--- src/rtl/sync_counter_pkg.sv ---
// Shared definitions for the synchronous D-flop counter: default width and count type.
package sync_counter_pkg;

    localparam int unsigned DEFAULT_WIDTH = 4;

    typedef logic [DEFAULT_WIDTH-1:0] count_t;

endpackage

--- src/rtl/dff.sv ---
// One-bit D flip-flop with synchronous active-high reset and complementary output.
module dff (
    input  logic clk,
    input  logic rst,
    input  logic d,
    output logic q,
    output logic qbar
);

    logic state_q;

    always_ff @(posedge clk) begin
        if (rst) begin
            state_q <= 1'b0;
        end else begin
            state_q <= d;
        end
    end

    // Both outputs come from the same storage bit, so they can never disagree.
    assign q    = state_q;
    assign qbar = ~state_q;

endmodule

--- src/rtl/d_sync_counter.sv ---
// Free-running synchronous up counter: a toggle-carry chain feeding WIDTH D flops on one clock.
module d_sync_counter
    import sync_counter_pkg::*;
#(
    parameter int unsigned WIDTH = DEFAULT_WIDTH
) (
    input  logic             clk,
    input  logic             rst,
    output logic [WIDTH-1:0] q,
    output logic [WIDTH-1:0] qbar
);

    logic [WIDTH-1:0] d;
    // carry[i] is the AND of all bits below i; bit 0 always toggles.
    logic [WIDTH-1:0] carry;

    always_comb begin
        carry    = '0;
        carry[0] = 1'b1;
        for (int unsigned i = 1; i < WIDTH; i++) begin
            carry[i] = carry[i-1] & q[i-1];
        end
        d = q ^ carry;
    end

    for (genvar i = 0; i < WIDTH; i++) begin : g_bit
        dff u_dff (
            .clk  (clk),
            .rst  (rst),
            .d    (d[i]),
            .q    (q[i]),
            .qbar (qbar[i])
        );
    end

endmodule

--- config.mk ---
export PLATFORM = sky130hd
export DESIGN_NAME = d_sync_counter
export DESIGN_NICKNAME = d
export VERILOG_FILES = /design/src/rtl/sync_counter_pkg.sv /design/src/rtl/dff.sv /design/src/rtl/d_sync_counter.sv
export SDC_FILE = /design/constraint.sdc
export NUM_CORES = 1
export LEC_CHECK = 0
export CORE_AREA = 5 5 42 44
export CTS_CLUSTER_DIAMETER = 80
export DETAILED_ROUTE_END_ITERATION = 16
export DIE_AREA = 0 0 47 49
export PLACE_DENSITY_LB_ADDON = 0.1
export SYNTH_ARGS = -nofsm -noshare
export SYNTH_HDL_FRONTEND = slang
export SYNTH_HIERARCHICAL = 1
export SYNTH_SLANG_ARGS = --single-unit
--- constraint.sdc ---
create_clock -name clk -period 3.1 [get_ports clk]
set_input_delay 0.465 -clock clk [delete_from_list [all_inputs] [get_ports clk]]
set_output_delay 0.465 -clock clk [all_outputs]
set_load 0.1 [all_outputs]
# ---- Word level (Yosys, flattened, before mapping)
# Index checks and enable logic that the tools add are counted.
dict set report word_totals {
  ff_bits 4
  out_inout_bits 8
  wordCells 11
}
dict set report op_classes {
  bitwise_logic 7
}
# cell count
set ops {}
lappend ops {{inverter 1 bit} 4}
lappend ops {{XOR 4 bit} 1}
lappend ops {{AND 1 bit} 2}

# ---- Longest topological paths before layout
dict set report logic_depth {
  depth_word 3
  ltp_mapped 4
  mapped_depth_nobuf 4
}

# ---- By module
# Netlist, hierarchy kept.
# mod n_inst cells_per_inst area_per_inst_um2
set by_module_without_submodules {}
lappend by_module_without_submodules {dff 4 3 37.5}
lappend by_module_without_submodules {d_sync_counter 1 4 37.5}

# ---- Worst setup path after synthesis
# Ideal clock, no wire load.
dict set report synth_path {
  path_type {register to output}
  start {reg g_bit[0].u_dff.state_q}
  end {out qbar[0]}
  arrival_time_ns 1.661
  required_time_ns 2.635
  setup_slack_ns 0.974
  stages_incl_launch_ff 2
  n_path_buf 0
  path_cell_list {dfxtp_1 inv_1}
}
dict set report synth_between {
  elab_chain_cells 1
}
# item line
set synth_rtl {}
lappend synth_rtl {{start, declared} dff.sv:10} ;# logic state_q;
lappend synth_rtl {{start signal, assigned} dff.sv:14} ;# state_q <= 1'b0;
lappend synth_rtl {{start signal, assigned} dff.sv:16} ;# state_q <= d;
lappend synth_rtl {{inverter 1 bit} dff.sv:22} ;# assign qbar = ~state_q;
lappend synth_rtl {{end, declared} d_sync_counter.sv:10} ;# output logic [WIDTH-1:0] qbar
# No other way between the ends.

# ---- Worst setup path in the final report
dict set report layout_path {
  start {reg g_bit[0].u_dff.state_q}
  end {out q[0]}
}
# item line
set layout_rtl {}
lappend layout_rtl {{end, declared} d_sync_counter.sv:9} ;# output logic [WIDTH-1:0] q,
# No word-level cell between the ends.

==> key figures <==
Detailed routing
  • TritonRoute pass-1 iters: 1
  • Residual DRC: 0
  • DR WL/cell: 7.61 um
  • Drt first-iter violations: 0
  • Via/cell ratio: 2.95
  • ANT nets after route: 0
  • Detailed Route WL: 335 um
  • DR vias: 130

GRT
  • Largest net degree at the start of global routing: 5
  • GR Layer Usage met3: 0.0258
  • Met1 Track Usage GR: 0.0330
  • Total congestion overflow: 0
  • Initial antenna violation count: 0
  • Vias in the first global route: 108
  • GRT met2 Usage: 0.0317
  • GR peak layer: met4
  • Total track usage: 0.0317
  • First-pass GRT wire length: 434 um

Yosys
  • Mapped cell area: 188 sq um
  • Yosys warnings: 6
  • Synthesized net count: 20
  • Post-synthesis register bit count: 4
  • Mean Syn Cell Area: 11.7 sq um
  • Count of mapped cells out of synthesis: 16
  • Distinct cells, synth: 5
  • Register area share after synthesis: 0.427

CTS
  • Root buf cell: clkbuf_4
  • TritonCTS Sinks: 4
  • Clock buffer depth: 2
  • CTS Hold Bufs: 0
  • Setup Buffers After CTS: 0
  • Post-CTS Resized: 0
  • CTS tree: done
  • CTS Buf Count: 3
  • Clock slew at reported path FFs: 0.04 ns
  • Later-pin clock latency in the skew report: 0.23 ns
  • H-Tree Depth: 1

Die
  • Core footprint: 1400 sq um
  • Initial Util: 0.134
  • Die ar.: 2300 sq um
  • Die Y: 49 um
  • Rows: 14
  • Ports: 10
  • Die width: 47 um

Finish
  • NumNets Final: 34
  • Most frequent cells in the layout: buf_4, inv_1, nor2b_4, dfxtp_1, clkbuf_4
  • Commonest non-fill, non-tap cell in the layout: buf_4
  • Antenna Cells: 0
  • Max reg flops: 4
  • Area Growth Syn to Fin: 60.0%
  • Post-layout util: 0.214
  • Layout cells sized above 1: 0.536

Setup path
  • Critical path's slowest cell: dfxtp_1
  • Max incr delay on CP: 0.37 ns
  • Crit path max fanout: 4
  • CP arrival: 0.92 ns
  • Top delay family on crit path: flip-flops
  • Worst setup path class: flip-flop to output port
  • CP cell instances: buf_4
  • CP endpoint kind: output port
  • CP bufs+invs: 1
  • CP startpoint kind: flip-flop
  • Req. time, crit path: 2.63 ns

STA
  • Max Slew Vio Count: 0
  • Final setup vio count: 0
  • Final Cycle Share: 0.447
  • Slew @ Worst Pin: 0.402 ns
  • Final hold slack: 0.541 ns
  • Final Hold Fails: 0
  • Final worst slack: 1.71 ns
  • Max-slew headroom: 0.731
  • Setup_tns: 0 ns
  • Min Tclk post-route: 1.39 ns
  • RSZ-0062 raised after global routing: no
  • Skew final: 0.000784 ns
  • FMAX: 722 MHz

Power and ir drop
  • P per Cell Area: 643 nW/um^2
  • VDD IR-drop max: 0.193 mV
  • Leakage power: 0.000150 uW

Place
  • Pre-CTS setup slack: 1.72 ns
  • Routability Congestion: 0.620
  • Post-DP HPWL: 279 um
  • Port Buffers: 9

Worst hold path
  • Worst Hold Class: flip-flop to flip-flop

Run status
  • Status: finished clean

Run
  • Max-cap violations: 0
-- area by class of cell --
cell class	instances	area [sq um]
tap	16	20.0
fill	165	1100
sequential	4	80.1
inverter	5	18.8
multi-input combinational	7	88.8
timing repair buffer	9	70.1
clock buffer	3	22.5
-- cells by family after synthesis --
logic type / share of synthesized area
buffers and inverters: 0.100
AND/OR/NAND/NOR: 0.293
flip-flops: 0.427
adder cells (fa/ha/maj): 0.133
XOR/XNOR: 0.0467
-- worst register-to-register path: stages (launching register included) --
cell and delay, ns:
dfxtp_1 0.33, ha_1 0.21, ha_1 0.19, xor2_1 0.16, nor2b_4 0.12
-- worst paths after layout --
path	from	slack, ns	endpoint	cells after the start
max	g_bit[0].u_dff/q$_SDFF_PP0_	1.71	q[0]	1
min	g_bit[0].u_dff/q$_SDFF_PP0_	0.54	g_bit[0].u_dff/q$_SDFF_PP0_	2
max reg2reg	g_bit[0].u_dff/q$_SDFF_PP0_	1.97	g_bit[3].u_dff/q$_SDFF_PP0_	4
min reg2reg	g_bit[0].u_dff/q$_SDFF_PP0_	0.54	g_bit[0].u_dff/q$_SDFF_PP0_	2
-- stage by stage --
step	total power, uW	instances	cell area [sq um]
4_1_cts	198	44	300
5_1_grt	202	44	300
2_1_floorplan	116	16	188
3_5_place_dp	131	41	278
3_3_place_gp	130	41	278
6_report	193	44	300
-- routing by layer --
metal	vias to the layer above	routed length [um]
li1	70	-
met1	52	129
met2	8	141
met3	0	65
met4	0	0
met5	-	0
-- power by group --
| part | switching, uW | internal (uW) | leakage (uW) |
|---|---|---|---|
| registers | 2.73 | 55.1 | 0.0000329 |
| clock network | 20.8 | 43.3 | 0.0000138 |
| logic | 54.9 | 16.4 | 0.000103 |
| total | 78.4 | 115 | 0.000150 |
-- synthesized netlist by cell type (all sizes together) --
master  n  share of area
inv     5           0.10
dfxtp   4           0.43
ha      2           0.13
xor2    1          0.047
nor2b   4           0.29
Power figures use the tool's default switching activity.
